## src/rtl/cache_ctrl_gen_if.sv

```systemverilog
// ---------------------------------------------------------------------------
// cache_ctrl_gen_if
// Purpose : Groups the CPU request, tag-store status and cache/memory control
//           signals of the cache controller into one bundle.
// Params  : LINE_WORDS - words per cache line (sets the WordIdx width).
// Signals : Strobe, DRW     - CPU request valid / direction (1 = write)
//           M, V            - tag match and valid bit from the tag store
//           DReady          - request-complete pulse back to the CPU
//           W, WSel         - cache write enable / write-data source (1 = memory)
//           MStrobe, MRW    - memory request pulse / direction (1 = write)
//           RSel            - CPU read-data source (1 = memory path)
//           WordIdx         - word offset of the current refill beat
//           Busy            - controller not idle
// Modports: master - CPU/tag-store side; slave - cache controller side.
// ---------------------------------------------------------------------------
interface cache_ctrl_gen_if #(
  parameter int LINE_WORDS = 4
);
  localparam int IW = (LINE_WORDS > 1) ? $clog2(LINE_WORDS) : 1;

  logic          Strobe;
  logic          DRW;
  logic          M;
  logic          V;
  logic          DReady;
  logic          W;
  logic          MStrobe;
  logic          MRW;
  logic          RSel;
  logic          WSel;
  logic [IW-1:0] WordIdx;
  logic          Busy;

  modport master (
    output Strobe, DRW, M, V,
    input  DReady, W, MStrobe, MRW, RSel, WSel, WordIdx, Busy
  );

  modport slave (
    input  Strobe, DRW, M, V,
    output DReady, W, MStrobe, MRW, RSel, WSel, WordIdx, Busy
  );
endinterface

```

## src/rtl/cache_ctrl_gen.sv

```systemverilog
// ---------------------------------------------------------------------------
// cache_ctrl_gen
// Purpose : Write-through cache controller FSM. Read hits complete in one
//           cycle; read misses refill LINE_WORDS words, each beat being one
//           memory request followed by WAIT_CYCLES wait states; writes go to
//           memory and update the cache only on a hit.
// Params  : WAIT_CYCLES - memory wait states per access (1..255)
//           LINE_WORDS  - words refilled per read miss (power of two, 1..16)
// Ports   : clk   - clock, rising edge
//           reset - asynchronous active-low reset
//           bus   - cache_ctrl_gen_if.slave (request, tag status, controls)
// Macro   : WRITE_ALLOCATE_EN - when defined, a write miss first refills the
//           line, writes the CPU word into it (WALLOC) and then replays the
//           write, which now hits. Undefined: write-around on a miss.
// ---------------------------------------------------------------------------
module cache_ctrl_gen #(
  parameter int WAIT_CYCLES = 4,
  parameter int LINE_WORDS  = 4
) (
  input  logic             clk,
  input  logic             reset,
  cache_ctrl_gen_if.slave  bus
);
  localparam int            IW        = (LINE_WORDS > 1) ? $clog2(LINE_WORDS) : 1;
  localparam logic [IW-1:0] LAST_IDX  = IW'(LINE_WORDS - 1);
  localparam logic [7:0]    WAIT_LOAD = 8'(WAIT_CYCLES);

  typedef enum logic [3:0] {
    S_IDLE  = 4'd0,
    S_READ  = 4'd1,
    S_RMISS = 4'd2,
    S_RMEM  = 4'd3,
    S_RDATA = 4'd4,
    S_RDONE = 4'd5,
    S_WRITE = 4'd6,
    S_WMEM  = 4'd7,
`ifdef WRITE_ALLOCATE_EN
    S_WDONE = 4'd8,
    S_WALLOC = 4'd9
`else
    S_WDONE = 4'd8
`endif
  } state_t;

  state_t        state_r, state_s;
  logic [7:0]    cnt_r, cnt_s;
  logic [IW-1:0] idx_r, idx_s;
`ifdef WRITE_ALLOCATE_EN
  logic          alloc_r, alloc_s;
`endif

  logic hit_s;
  logic dready_s, w_s, mstrobe_s, mrw_s, rsel_s, wsel_s;

  assign hit_s = bus.M & bus.V;

  // State, wait counter, refill index and allocate flag registers.
  always_ff @(posedge clk or negedge reset) begin
    if (!reset) begin
      state_r <= S_IDLE;
      cnt_r   <= 8'd0;
      idx_r   <= '0;
`ifdef WRITE_ALLOCATE_EN
      alloc_r <= 1'b0;
`endif
    end else begin
      state_r <= state_s;
      cnt_r   <= cnt_s;
      idx_r   <= idx_s;
`ifdef WRITE_ALLOCATE_EN
      alloc_r <= alloc_s;
`endif
    end
  end

  // Next-state logic and state-decoded control outputs.
  always_comb begin
    state_s   = state_r;
    cnt_s     = cnt_r;
    idx_s     = idx_r;
`ifdef WRITE_ALLOCATE_EN
    alloc_s   = alloc_r;
`endif
    dready_s  = 1'b0;
    w_s       = 1'b0;
    mstrobe_s = 1'b0;
    mrw_s     = 1'b0;
    rsel_s    = 1'b0;
    wsel_s    = 1'b0;

    case (state_r)
      S_IDLE: begin
        if (bus.Strobe) begin
          state_s = bus.DRW ? S_WRITE : S_READ;
        end else begin
          state_s = S_IDLE;
        end
      end
      S_READ: begin
        if (hit_s) begin
          dready_s = 1'b1;
          state_s  = S_IDLE;
        end else begin
          idx_s    = '0;
          state_s  = S_RMISS;
        end
      end
      S_RMISS: begin
        mstrobe_s = 1'b1;
        cnt_s     = WAIT_LOAD;
        state_s   = S_RMEM;
      end
      S_RMEM: begin
        // Leave on the cycle the counter steps to zero: WAIT_CYCLES cycles here.
        cnt_s = cnt_r - 8'd1;
        if (cnt_r <= 8'd1) begin
          state_s = S_RDATA;
        end else begin
          state_s = S_RMEM;
        end
      end
      S_RDATA: begin
        w_s    = 1'b1;
        wsel_s = 1'b1;
        if (idx_r == LAST_IDX) begin
`ifdef WRITE_ALLOCATE_EN
          state_s = alloc_r ? S_WALLOC : S_RDONE;
`else
          state_s = S_RDONE;
`endif
        end else begin
          idx_s   = idx_r + IW'(1);
          state_s = S_RMISS;
        end
      end
      S_RDONE: begin
        dready_s = 1'b1;
        rsel_s   = 1'b1;
        state_s  = S_IDLE;
      end
      S_WRITE: begin
`ifdef WRITE_ALLOCATE_EN
        if (hit_s) begin
          w_s       = 1'b1;
          mstrobe_s = 1'b1;
          mrw_s     = 1'b1;
          cnt_s     = WAIT_LOAD;
          state_s   = S_WMEM;
        end else begin
          // Miss: refill the line first; the memory write is replayed later.
          alloc_s   = 1'b1;
          idx_s     = '0;
          state_s   = S_RMISS;
        end
`else
        w_s       = hit_s;
        mstrobe_s = 1'b1;
        mrw_s     = 1'b1;
        cnt_s     = WAIT_LOAD;
        state_s   = S_WMEM;
`endif
      end
      S_WMEM: begin
        mrw_s = 1'b1;
        cnt_s = cnt_r - 8'd1;
        if (cnt_r <= 8'd1) begin
          state_s = S_WDONE;
        end else begin
          state_s = S_WMEM;
        end
      end
      S_WDONE: begin
        dready_s = 1'b1;
        state_s  = S_IDLE;
      end
`ifdef WRITE_ALLOCATE_EN
      S_WALLOC: begin
        w_s     = 1'b1;
        wsel_s  = 1'b0;
        alloc_s = 1'b0;
        state_s = S_WRITE;
      end
`endif
      default: begin
        state_s = S_IDLE;
        cnt_s   = 8'd0;
        idx_s   = '0;
      end
    endcase
  end

  assign bus.DReady  = dready_s;
  assign bus.W       = w_s;
  assign bus.MStrobe = mstrobe_s;
  assign bus.MRW     = mrw_s;
  assign bus.RSel    = rsel_s;
  assign bus.WSel    = wsel_s;
  assign bus.WordIdx = idx_r;
  assign bus.Busy    = (state_r != S_IDLE);

endmodule

```

## src/flat_wrapper.sv

```systemverilog
// flat-port wrapper written by rule: the top's interface ports become plain ports
module cache_ctrl_gen_flat 
#(
  parameter int WAIT_CYCLES = 4,
  parameter int LINE_WORDS  = 4
)
  (clk, reset, bus_Strobe, bus_DRW, bus_M, bus_V, bus_DReady, bus_W, bus_MStrobe, bus_MRW, bus_RSel, bus_WSel, bus_WordIdx, bus_Busy);
  cache_ctrl_gen_if #(.LINE_WORDS(LINE_WORDS)) bus_i ();
  input  logic clk;
  input  logic reset;
  input wire logic [$bits(bus_i.Strobe)-1:0] bus_Strobe;
  input wire logic [$bits(bus_i.DRW)-1:0] bus_DRW;
  input wire logic [$bits(bus_i.M)-1:0] bus_M;
  input wire logic [$bits(bus_i.V)-1:0] bus_V;
  output wire logic [$bits(bus_i.DReady)-1:0] bus_DReady;
  output wire logic [$bits(bus_i.W)-1:0] bus_W;
  output wire logic [$bits(bus_i.MStrobe)-1:0] bus_MStrobe;
  output wire logic [$bits(bus_i.MRW)-1:0] bus_MRW;
  output wire logic [$bits(bus_i.RSel)-1:0] bus_RSel;
  output wire logic [$bits(bus_i.WSel)-1:0] bus_WSel;
  output wire logic [$bits(bus_i.WordIdx)-1:0] bus_WordIdx;
  output wire logic [$bits(bus_i.Busy)-1:0] bus_Busy;
  assign bus_i.Strobe = bus_Strobe;
  assign bus_i.DRW = bus_DRW;
  assign bus_i.M = bus_M;
  assign bus_i.V = bus_V;
  assign bus_DReady = bus_i.DReady;
  assign bus_W = bus_i.W;
  assign bus_MStrobe = bus_i.MStrobe;
  assign bus_MRW = bus_i.MRW;
  assign bus_RSel = bus_i.RSel;
  assign bus_WSel = bus_i.WSel;
  assign bus_WordIdx = bus_i.WordIdx;
  assign bus_Busy = bus_i.Busy;
  cache_ctrl_gen #(.WAIT_CYCLES(WAIT_CYCLES), .LINE_WORDS(LINE_WORDS)) u_core (.clk(clk), .reset(reset), .bus(bus_i));
endmodule
```

## config.mk

```make
export PLATFORM = sky130hd
export DESIGN_NAME = cache_ctrl_gen_flat
export DESIGN_NICKNAME = d
export VERILOG_FILES = /design/src/rtl/cache_ctrl_gen_if.sv /design/src/rtl/cache_ctrl_gen.sv /design/src/flat_wrapper.sv
export SDC_FILE = /design/constraint.sdc
export NUM_CORES = 1
export LEC_CHECK = 0
export BUFFER_PORTS_ARGS = -buffer_cell sky130_fd_sc_hd__buf_2
export CAP_MARGIN = 10
export CELL_PAD_IN_SITES_DETAIL_PLACEMENT = 1
export CELL_PAD_IN_SITES_GLOBAL_PLACEMENT = 2
export CORE_MARGIN = 5
export CORE_UTILIZATION = 29
export CTS_BUF_LIST = sky130_fd_sc_hd__clkbuf_4 sky130_fd_sc_hd__clkbuf_8 sky130_fd_sc_hd__clkbuf_16
export DETAILED_ROUTE_END_ITERATION = 8
export PLACE_DENSITY_LB_ADDON = 0.1
export SYNTH_ARGS = -nofsm -noshare
export SYNTH_HDL_FRONTEND = slang
export SYNTH_SLANG_ARGS = --single-unit
```

## constraint.sdc

```tcl
create_clock -name clk -period 1.45 [get_ports clk]
set_input_delay 0.2175 -clock clk [delete_from_list [all_inputs] [get_ports clk]]
set_output_delay 0.2175 -clock clk [all_outputs]
set_load 0.01 [all_outputs]
```

# [Word level (Yosys, flattened, before mapping)]
# Index checks and enable logic that the tools add are counted.
[classes] add_sub_neg=2 mux=18 reduce_logical=9 bitwise_logic=2 order_cmp=1 n_eq_ne=11
[op_table] op="$pmux 4 s7" count=1
[op_table] op="$pmux 8 s3" count=1
[op_table] op="$eq 4x3->1 const B" count=4
[op_table] op="$mux 3" count=3
[op_table] op="$eq 4x2->1 const B" count=2
[op_table] op="$le 8x1->1 const B" count=1
[op_table] op="$mux 4" count=2
[op_table] op="$reduce_or 2->1" count=4
[op_table] op="$sub 8x1->8 const B" count=1
[op_table] op="$reduce_or 7->1" count=1
[op_table] op="$mux 2" count=3
[op_table] op="$pmux 2 s3" count=1
[op_table] op="$mux 1" count=5
[op_table] op="$reduce_or 5->1" count=1
[op_table] op="$eq 4x1->1 const B" count=1
[op_table] op="$eq 4x4->1 const B" count=1
[op_table] op="$logic_not 4->1" count=1
[op_table] op="$ne 2x2->1 const B" count=2
[op_table] op="$pmux 1 s2" count=2
[op_table] op="$reduce_bool 4->1" count=1
[op_table] op="$reduce_and 3->1" count=1
[op_table] op="$add 2x1->2 const B" count=1
[op_table] op="$eq 2x2->1 const B" count=1
[op_table] op="$and 1x1->1" count=1
[op_table] op="$not 1->1" count=1
[totals] output_inout_bits=9 ff_bits=14 elab_cells=46

# [Logic depth before layout (Yosys ltp)]
# Gate-level depths: netlist of the first run.
[depth] ltp_word=4 depth_mapped=5

# [Least setup slack after synthesis of the first run]
# No wires, ideal clock.
[synth_timing] kind="reg2reg" from="register u_core.idx_r[0], in the netlist u_core.bus.WordIdx[0]" to="register u_core.idx_r[0], in the netlist u_core.bus.WordIdx[0]" arrival_time_ns=1.392 required_ns=1.332 slack_ns=-0.060 n_path_buf=0 stages_incl_launch_ff=6 synth_period_minus_slack_ns=1.510 setup_ns=0.118 path_cell_list="dfrtp_1 > ha_1 > nor3b_2 > nor3_1 > a211o_1 > a21o_1"
[synth_between] elab_chain_len=3 word_cells_on_any_way=6
[synth_rtl] element="start: declaration" line="cache_ctrl_gen.sv:47" source="logic [IW-1:0] idx_r, idx_s;"
[synth_rtl] element="start signal: assignment" line="cache_ctrl_gen.sv:69" source="idx_r <= idx_s;"
[synth_rtl] element="$add 2x1->2 / $eq 2x2->1 (equally long branches)" line="cache_ctrl_gen.sv:132, cache_ctrl_gen.sv:125"
[synth_rtl] element="$mux 2 / $ne 2x2->1 (equally long branches)"
[synth_rtl] element="$pmux 2 s3 / $reduce_and 3->1 (equally long branches)"
# Several ways; a longest one is shown, not always the timed one. The select of a mux whose other input is x is not followed.
# A chain may end at the register's enable or synchronous reset.

# [Worst setup path in the final report of the first run]
[layout_timing] from="register u_core.state_r[0]" to="output port bus_DReady"
[layout_between] elab_chain_len=3 word_cells_on_any_way=5
[layout_rtl] element="start: declaration" line="cache_ctrl_gen.sv:45" source="state_t state_r, state_s;"
[layout_rtl] element="start signal: assignment" line="cache_ctrl_gen.sv:67" source="state_r <= state_s;"
[layout_rtl] element="$eq 4x4->1 / $eq 4x3->1 (equally long branches)" line="cache_ctrl_gen.sv:91" source="case (state_r)"
[layout_rtl] element="$reduce_or 2->1 (no line)"
[layout_rtl] element="$pmux 1 s2 *" line="cache_ctrl_gen.sv:91"
[layout_rtl] element="end: declaration" line="flat_wrapper.sv:15" source="output wire logic [$bits(bus_i.DReady)-1:0] bus_DReady;"
# Mark *: on every way between the ends. The rest lies on a longest branch, timed or not.

==> flow_metrics.env, run 1 <==
export IMPL_status="finished with violations"
export IMPL_violations="setup timing"
export IMPL_grt_antenna_before_repair=0
export IMPL_power_density_nw_per_um2=1870
export IMPL_yosysTopAreaCellShare_pct=40.1
export IMPL_via_per_inst=5.25
export IMPL_finClkSkew_ps=5.44
export IMPL_core_sq_um=2980
export IMPL_fin_tns_setup_ps=-421
export IMPL_r2r_slack_ps=-30
export IMPL_hold_path_end="u_core.state_r[1]$_DFF_PN0_"
export IMPL_fp_row_count=20
export IMPL_end_kind="primary output"
export IMPL_maxCapViolations=0
export IMPL_min_period_ps=1550
export IMPL_track_usage_pct=13.8
export IMPL_min_delay_start="bus_Strobe"
export IMPL_regToRegStartpoint="u_core.state_r[0]$_DFF_PN0_"
export IMPL_drv_slew=0
export IMPL_fp_dieH_um=64.9
export IMPL_yosysSeqAreaShare_pct=40.1
export IMPL_reg2reg_to="u_core.bus.WordIdx[0]$_DFFE_PN0P_"
export IMPL_setup_worst_path_start_class="register"
export IMPL_place_ws_ps=-39.5
export IMPL_cellLeakagePower_nw=0.622
export IMPL_hold_path_class="input pin to register"
export IMPL_grt_pass1_vias=916
export IMPL_clock_latency_ps=300
export IMPL_fillers=344
export IMPL_drive_above_1_share_pct=52.4
export IMPL_drc=0
export IMPL_placement_io_buffers=14
export IMPL_overflow=0
export IMPL_ant_nets=0
export IMPL_ctsRootBufferMaster="clkbuf_4"
export IMPL_synth_top_area_cell="dfrtp_1"
export IMPL_cts_buffers=3
export IMPL_syn_to_final_growth_pct=56.8
export IMPL_clkTransAtPathRegs_ps=100
export IMPL_num_vias=934
export IMPL_synthesis_area_sq_um=875
export IMPL_die_area_sq_um=4210
export IMPL_hold_viol_final=0
export IMPL_io_pins=15
export IMPL_worst_setup_path_type="register to primary output"
export IMPL_gp_congestion=0.702
export IMPL_setup_violations=9
export IMPL_reg2reg_depth=5
export IMPL_cts_max_level=1
export IMPL_grt_pass1_wl_um=4410
export IMPL_routedWlPerCell_um=16.9
export IMPL_dp_hpwl_um=1920
export IMPL_arrival_ps=1330
export IMPL_synthTopCellsByArea="dfrtp_1, o21ai_0, nor2_1, ha_1, nand2_1"
export IMPL_antennaDiodeCount=0
export IMPL_synth_distinct_cells=32
export IMPL_peakVddDrop_v=0.000767
export IMPL_crit_required_ps=1230
export IMPL_tightest_slew_ps=364
export IMPL_ys_ff_latch=14
export IMPL_whs_ps=230
export IMPL_grt_setup_unrepaired="yes"
export IMPL_clock_tree_buffer_depth=2
export IMPL_initial_core_util_pct=29.4
export IMPL_cts_tree="built"
export IMPL_syn_inst=100
export IMPL_setup_ws_ps=-96.0
export IMPL_avgSynthCellArea_sq_um=8.75
export IMPL_layout_nets=155
export IMPL_syn_nets=109
export IMPL_slew_headroom_pct=75.6
export IMPL_wl_um=3000
export IMPL_clkSinkCount=14
export IMPL_dr_pass1_iters=4
export IMPL_die_x_um=64.9
export IMPL_ys_warn_count=0
export IMPL_drt_initial_drc_count=21
export IMPL_hold_depth=3
export IMPL_cp_max_fo=5
export IMPL_grt_max_degree=15
export IMPL_fmax_ghz=0.647
export IMPL_fin_crit_sh_pct=107
-- through the flow --
| step | utilization, % | cell area (sq um) | std cells | total power [W] |
|---|---|---|---|---|
| 6_report | 46.1 | 1370 | 178 | 0.00257 |
| 5_1_grt | 46.1 | 1370 | 178 | 0.00278 |
| 4_1_cts | 42.4 | 1260 | 172 | 0.00232 |
| 3_5_place_dp | 36.8 | 1100 | 160 | 0.00185 |
| 3_3_place_gp | 36.8 | 1100 | 160 | 0.00182 |
| 2_1_floorplan | - | 877 | 100 | 0.00139 |
-- flip-flops by register name, indices dropped and copies added (netlist names) --
register            flops
u_core.cnt_r            8
u_core.bus.WordIdx      2
u_core.state_r          4
-- synth_stat cells --
cell type   n
inv_1       6
o21a_1      1
a21oi_1     5
nor4_4      1
mux2i_1     1
nor3b_1     4
o22ai_1     1
o2111ai_2   1
buf_4       1
nand4_1     2
a211oi_1    1
o211ai_1    1
nand2b_1    2
nor4_1      1
dfrtp_1    14
nor2_1     11
nor3b_2     1
a31oi_1     2
o31ai_1     2
a311oi_1    1
o21ai_0     9
nor3_1      5
nand2_1    10
o41ai_1     1
nand3_1     2
a21o_1      1
buf_2       4
ha_1        3
a211o_1     1
xnor2_1     2
nand3b_1    1
xor2_1      2
-- layout make-up --
class / instances / area [sq um] / area share [%]
multi-input combinational: 75 / 578 / 42.2
sequential: 14 / 358 / 26.1
timing repair buffer: 46 / 335 / 24.5
tap: 33 / 41.3 / 3.01
clock buffer: 4 / 36.3 / 2.65
inverter: 6 / 22.5 / 1.64
-- cell families after synthesis --
kind of cell	Yosys count	synth area share (%)
AOI/OAI and AO/OA	27	20.0
buffers and inverters	11	5.72
muxes	1	1.14
xor gates and xnor gates	4	4.01
and+or+nand+nor	40	24.7
adders and majority gates	3	4.29
DFF	14	40.1
-- worst max path at each step --
stage / start / end
finish: u_core.state_r[0]$_DFF_PN0_ / bus_DReady
global route: u_core.state_r[2]$_DFF_PN0_ / bus_Busy
CTS: u_core.state_r[2]$_DFF_PN0_ / bus_DReady
detailed placement: u_core.bus.WordIdx[1]$_DFFE_PN0P_ / u_core.bus.WordIdx[0]$_DFFE_PN0P_
global placement: u_core.bus.WordIdx[1]$_DFFE_PN0P_ / u_core.bus.WordIdx[0]$_DFFE_PN0P_
floorplan: u_core.bus.WordIdx[0]$_DFFE_PN0P_ / u_core.bus.WordIdx[0]$_DFFE_PN0P_
-- repair_timing --
action,in CTS,in global routing
pin swaps,2,6
gates resized for setup,17,23
gates cloned,0,0
hold buffers,1,0
setup endpoints to repair,7,19
setup buffers,7,6
hold endpoints to repair,14,0
-- layout by cell type (no fill, tap or decap), types with 3 or more instances in the layout --
| cell | n |
|---|---|
| buf_4 | 25 |
| buf_2 | 14 |
| nand2_1 | 10 |
| nor2_1 | 8 |
| dfrtp_1 | 8 |
| buf_6 | 6 |
| dfrtp_2 | 6 |
| inv_1 | 5 |
| nor3_1 | 4 |
| o21ai_0 | 4 |
| nor3b_2 | 3 |
| a21oi_2 | 3 |
| o21ai_1 | 3 |
| clkbuf_4 | 3 |
-- power by group --
part | switching (W) | internal, W | total (W) | leakage (nW)
registers | 0.000191 | 0.000547 | 0.000738 | 0.169
logic | 0.000775 | 0.000742 | 0.00152 | 0.432
clock network | 0.000160 | 0.000153 | 0.000313 | 0.0210
total | 0.00113 | 0.00144 | 0.00257 | 0.622
-- worst max-delay path, cell delays in order, from the launching register on --
cell     delay, ps
dfrtp_2        460
buf_6          130
nor3b_2        140
a21oi_1        110
nor2_1          50
buf_2          130
-- layer usage --
metal,routed length [um],global-route usage (%)
met5,0,0
met3,98,3.12
met2,1460,21.7
met1,1380,17.7
met4,72,6.33
Power figures use the tool's default switching activity.
==> run 2, diff against run 1 <==
Settings changed: SETUP_SLACK_MARGIN set to 0.05.
==> run 2 against run 1 <==
The flow still finishes with violations (setup timing). Clock skew down 3.3 ps. Power up 5.5%. Global-route usage up 0.73 points. Largest cell class unchanged.
==> flow_metrics.env, run 2 (synthesized netlist as in run 1, its figures left out) <==
export IMPL_grt_setup_unrepaired="yes"
export IMPL_track_usage_pct=14.5
export IMPL_core_sq_um=2980
export IMPL_cts_buffers=3
export IMPL_fp_row_count=20
export IMPL_end_kind="primary output"
export IMPL_initial_core_util_pct=29.4
export IMPL_grt_pass1_vias=958
export IMPL_clock_latency_ps=280
export IMPL_final_core_util_pct=49.7
export IMPL_grt_max_degree=15
export IMPL_slew_headroom_pct=77.6
export IMPL_hold_path_class="input pin to register"
export IMPL_clock_tree_buffer_depth=2
export IMPL_drt_initial_drc_count=13
export IMPL_syn_to_final_growth_pct=69.4
export IMPL_crit_required_ps=1230
export IMPL_dpl_instance_area_sq_um=1090
export IMPL_grt_antenna_before_repair=0
export IMPL_seq_area_sq_um=355
export IMPL_overflow=0
export IMPL_arrival_ps=1350
export IMPL_largest_reg_flops=8
export IMPL_status="finished with violations"
export IMPL_cts_tree="built"
export IMPL_ctsRootBufferMaster="clkbuf_4"
export IMPL_clkSinkCount=14
export IMPL_place_ws_ps=-13.5
export IMPL_violations="setup timing"
export IMPL_wl_um=3000
export IMPL_drive_above_1_share_pct=52.3
export IMPL_mostFrequentLayoutCells="buf_4, buf_2, nand2_1, buf_6, dfrtp_1"
export IMPL_power_density_nw_per_um2=1830
export IMPL_placement_io_buffers=14
export IMPL_whs_ps=225
export IMPL_via_per_inst=5.05
export IMPL_die_area_sq_um=4210
export IMPL_grt_pass1_wl_um=4620
export IMPL_finClkSkew_ps=2.17
export IMPL_gp_congestion=0.752
export IMPL_tightest_slew_ps=336
export IMPL_multi_input_area_sq_um=617
export IMPL_stdcell_count=184
export IMPL_antennaDiodeCount=0
export IMPL_fmax_ghz=0.637
export IMPL_num_vias=930
export IMPL_cp_max_fo=5
export IMPL_maxCapViolations=0
export IMPL_min_delay_start="bus_Strobe"
export IMPL_fp_dieH_um=64.9
export IMPL_dp_cells=158
export IMPL_dp_hpwl_um=1900
export IMPL_regToRegStartpoint="u_core.state_r[2]$_DFF_PN0_"
export IMPL_fillers=349
export IMPL_min_period_ps=1570
export IMPL_hold_viol_final=0
export IMPL_setup_violations=6
export IMPL_peakVddDrop_v=0.000799
export IMPL_dr_pass1_iters=4
export IMPL_final_common_cell="buf_4"
export IMPL_worst_setup_path_type="register to primary output"
export IMPL_cellLeakagePower_nw=0.669
export IMPL_clkTransAtPathRegs_ps=80
export IMPL_drc=0
export IMPL_cts_max_level=1
export IMPL_setup_worst_path_start_class="register"
export IMPL_drv_slew=0
export IMPL_final_area_sq_um=1480
export IMPL_largest_register="u_core.cnt_r"
export IMPL_setup_ws_ps=-119
export IMPL_routedWlPerCell_um=16.3
export IMPL_io_pins=15
export IMPL_ant_nets=0
export IMPL_layout_nets=162
export IMPL_die_x_um=64.9
export IMPL_fin_crit_sh_pct=108
export IMPL_crit_start="u_core.state_r[2]$_DFF_PN0_"
-- run 2: cell count changes in the layout (fill, tap and decap cells not counted), moves of 2 or more --
cell,previous run,this run
o21ai_0,4,0
buf_6,6,10
dfrtp_1,8,10
dfrtp_2,6,4
a21oi_2,3,1
o21ai_1,3,8
-- run 2: cell type report --
cell class              instances  area share, %
inverters                       6           1.52
multi-input cells              75           41.6
flip-flops and latches         14           24.0
well taps                      33           2.79
clock buffers                   3           1.52
repair buffers                 53           28.5
-- run 2: final timing paths --
path                            cells past startpoint                                end  slack, ps
worst max register to register                      5  u_core.bus.WordIdx[0]$_DFFE_PN0P_         10
min in group asynchronous                           2        u_core.cnt_r[0]$_DFFE_PN0N_        360
worst min register to register                      1        u_core.cnt_r[6]$_DFFE_PN0N_        510
worst min-delay path                                3        u_core.state_r[1]$_DFF_PN0_        230
max in group asynchronous                           2        u_core.state_r[0]$_DFF_PN0_        820
worst max-delay path                                4                           bus_Busy       -120
-- run 2: per-stage QoR --
stage | total power, W | TNS (ps)
5_1_grt | 0.00295 | -1280
3_5_place_dp | 0.00189 | -13.5
2_1_floorplan | 0.00139 | 0
4_1_cts | 0.00239 | -548
3_3_place_gp | 0.00185 | 0
6_report | 0.00271 | -432
-- run 2: report_power, final --
part | switching (W) | leakage (nW) | internal (W) | total, W
Combinational | 0.000832 | 0.483 | 0.000919 | 0.00175
Sequential | 0.000193 | 0.172 | 0.000542 | 0.000736
Clock | 0.000127 | 0.0138 | 0.0000963 | 0.000223
-- run 2: routing by layer --
| layer | track usage [%] | up-vias | wire length [um] |
|---|---|---|---|
| met1 | 17.1 | 450 | 1290 |
| met2 | 25.7 | 12 | 1620 |
| li1 | - | 466 | - |
| met3 | 2.77 | 2 | 79 |
| met5 | 0 | - | 0 |
| met4 | 5.54 | 0 | 18 |
-- run 2: worst max-delay path, cell delays in order, from the launching register on --
cell	delay [ps]
dfrtp_2	470
buf_6	150
nor4_4	260
inv_1	60
buf_2	140
-- run 2: timing repair --
action                                  in CTS  in global routing
endpoints found under the setup margin      10                 19
hold buffers                                 1                  0
pin swaps                                    5                  9
resized for setup                           30                 20
hold endpoints to repair                    14                  0
buffers inserted                            10                 13
==> run 3, diff against run 2 <==
Settings changed: CTS_CLUSTER_SIZE set to 40.
Clock period 1.45 ns to 1.4 ns, I/O delays scaled along.
==> run 3 against run 2 <==
The run still ends with setup timing left. Sequential share of layout area decreased by 0.30 points. Global-route usage increased by 0.63 points. Via count increased by 1.2%. Die area unchanged. Setup slack got worse by 6.4 ps. Non-clock buffer count increased by 3. Core utilization increased by 0.63 points. First-iteration DRC count increased by 85%. Register-to-register slack got worse by 90 ps. Power increased by 11%. Combinational power increased by 10%. Flip-flop and latch count unchanged. Critical path type unchanged. Largest cell class unchanged. Largest power group unchanged. Highest routed layer unchanged.
==> flow_metrics.env, run 3 (synthesized netlist as in run 1, its figures left out) <==
export IMPL_track_usage_pct=15.1
export IMPL_reg2reg_to="u_core.bus.WordIdx[0]$_DFFE_PN0P_"
export IMPL_syn_to_final_growth_pct=71.5
export IMPL_clock_tree_buffer_depth=2
export IMPL_tightest_slew_ps=326
export IMPL_ctsRootBufferMaster="clkbuf_4"
export IMPL_cpMaxStageDelayCell="dfrtp_2"
export IMPL_dr_pass1_iters=4
export IMPL_grt_max_degree=15
export IMPL_core_sq_um=2980
export IMPL_fin_tns_setup_ps=-810
export IMPL_dpl_instance_area_sq_um=1120
export IMPL_peakVddDrop_v=0.000852
export IMPL_final_common_cell="buf_4"
export IMPL_cts_max_level=1
export IMPL_cellLeakagePower_nw=0.675
export IMPL_fillers=348
export IMPL_setup_violations=12
export IMPL_setup_ws_ps=-125
export IMPL_drive_above_1_share_pct=59.4
export IMPL_drc=0
export IMPL_num_vias=941
export IMPL_mostFrequentLayoutCells="buf_4, buf_2, nand2_1, dfrtp_1, buf_6"
export IMPL_ant_nets=0
export IMPL_largest_register="u_core.cnt_r"
export IMPL_maxCapViolations=0
export IMPL_fmax_ghz=0.656
export IMPL_initial_core_util_pct=29.4
export IMPL_largest_reg_flops=8
export IMPL_wl_um=3010
export IMPL_placement_io_buffers=14
export IMPL_dp_hpwl_um=1990
export IMPL_fp_dieH_um=64.9
export IMPL_reg2reg_depth=5
export IMPL_layout_nets=165
export IMPL_final_area_sq_um=1500
export IMPL_p_total_w=0.00300
export IMPL_min_period_ps=1530
export IMPL_cp_max_fo=7
export IMPL_overflow=0
export IMPL_gp_congestion=0.738
export IMPL_grt_pass1_wl_um=4910
export IMPL_via_per_inst=5.01
export IMPL_hold_path_end="u_core.state_r[1]$_DFF_PN0_"
export IMPL_crit_required_ps=1190
export IMPL_status="finished with violations"
export IMPL_cts_tree="built"
export IMPL_hold_path_class="input pin to register"
export IMPL_finClkSkew_ps=0.998
export IMPL_worst_setup_path_type="register to primary output"
export IMPL_fp_row_count=20
export IMPL_clkTransAtPathRegs_ps=90
export IMPL_arrival_ps=1320
export IMPL_timing_critical_path_buf_inv=1
export IMPL_grt_antenna_before_repair=0
export IMPL_hold_viol_final=0
export IMPL_grt_pass1_vias=1051
export IMPL_drt_initial_drc_count=24
export IMPL_regToRegStartpoint="u_core.state_r[2]$_DFF_PN0_"
export IMPL_slew_headroom_pct=78.1
export IMPL_power_density_nw_per_um2=2000
export IMPL_die_area_sq_um=4210
export IMPL_die_x_um=64.9
export IMPL_violations="setup timing"
export IMPL_setup_worst_path_start_class="register"
export IMPL_hold_depth=3
export IMPL_place_ws_ps=-56.3
export IMPL_path_cells="a21oi_4 -> nor3b_2 -> a21oi_1 -> nor2_1 -> buf_2"
export IMPL_fin_crit_sh_pct=109
export IMPL_grt_setup_unrepaired="yes"
export IMPL_cts_buffers=3
export IMPL_min_delay_start="bus_Strobe"
export IMPL_clkSinkCount=14
export IMPL_antennaDiodeCount=0
export IMPL_io_pins=15
export IMPL_r2r_slack_ps=-80
export IMPL_routedWlPerCell_um=16.0
export IMPL_crit_family="flip-flops"
export IMPL_clock_latency_ps=280
export IMPL_drv_slew=0
export IMPL_critical_path_max_stage_delay_ps=500
export IMPL_end_kind="primary output"
[run 3: changes by cell type in the layout (fill, tap and decap cells not counted), sizes merged]
cell	change
buf	+3
clkbuf	+1
[run 3: worst max-delay path by stage]
stage                                                 start                                end  cells after the start
after global placement    u_core.bus.WordIdx[1]$_DFFE_PN0P_  u_core.bus.WordIdx[0]$_DFFE_PN0P_                      5
after detailed placement        u_core.state_r[0]$_DFF_PN0_        u_core.cnt_r[7]$_DFFE_PN0N_                      4
final                           u_core.state_r[2]$_DFF_PN0_                         bus_DReady                      5
after floorplan           u_core.bus.WordIdx[0]$_DFFE_PN0P_  u_core.bus.WordIdx[0]$_DFFE_PN0P_                      5
after global routing            u_core.state_r[2]$_DFF_PN0_  u_core.bus.WordIdx[1]$_DFFE_PN0P_                      5
after CTS                       u_core.state_r[2]$_DFF_PN0_                         bus_DReady                      5
[run 3: power by group]
part           switching (W)  internal, W
Sequential          0.000200     0.000564
Combinational       0.000903      0.00103
Clock               0.000145     0.000158
[run 3: cell type report]
class                           instances  area [sq um]  area share, %
Sequential cell                        14           355           23.7
Inverter                                6          25.0           1.67
Multi-Input combinational cell         75           624           41.6
Clock buffer                            4          36.3           2.42
Timing Repair Buffer                   56           418           27.9
Tap cell                               33          41.3           2.75
[run 3: stage by stage]
step | util (%) | cells | hold WS [ps]
finish | 50.4 | 188 | 222
global route | 50.4 | 188 | 273
CTS | 46.8 | 183 | 208
detailed placement | 37.7 | 163 | 134
global placement | 37.7 | 163 | 133
floorplan | - | 100 | -85.6
[run 3: metal layers]
layer | track usage (%) | share of wire [%]
met1 | 16.8 | 40
met2 | 29.2 | 55
met3 | 1.91 | 3.4
met4 | 4.75 | 0.70
met5 | 0 | 0
[run 3: worst min-delay path, cell delays in order]
cell and delay (ps):
buf_2 80, nand3_1 100, o31ai_1 80
[run 3: what timing repair did]
| action | 4_1_cts | 5_1_grt |
|---|---|---|
| setup endpoints to repair | 18 | 21 |
| gates resized for setup | 33 | 22 |
| pin swaps | 7 | 13 |
| hold endpoints to repair | 14 | 0 |
| buffers inserted | 15 | 5 |
| hold buffers | 1 | 0 |
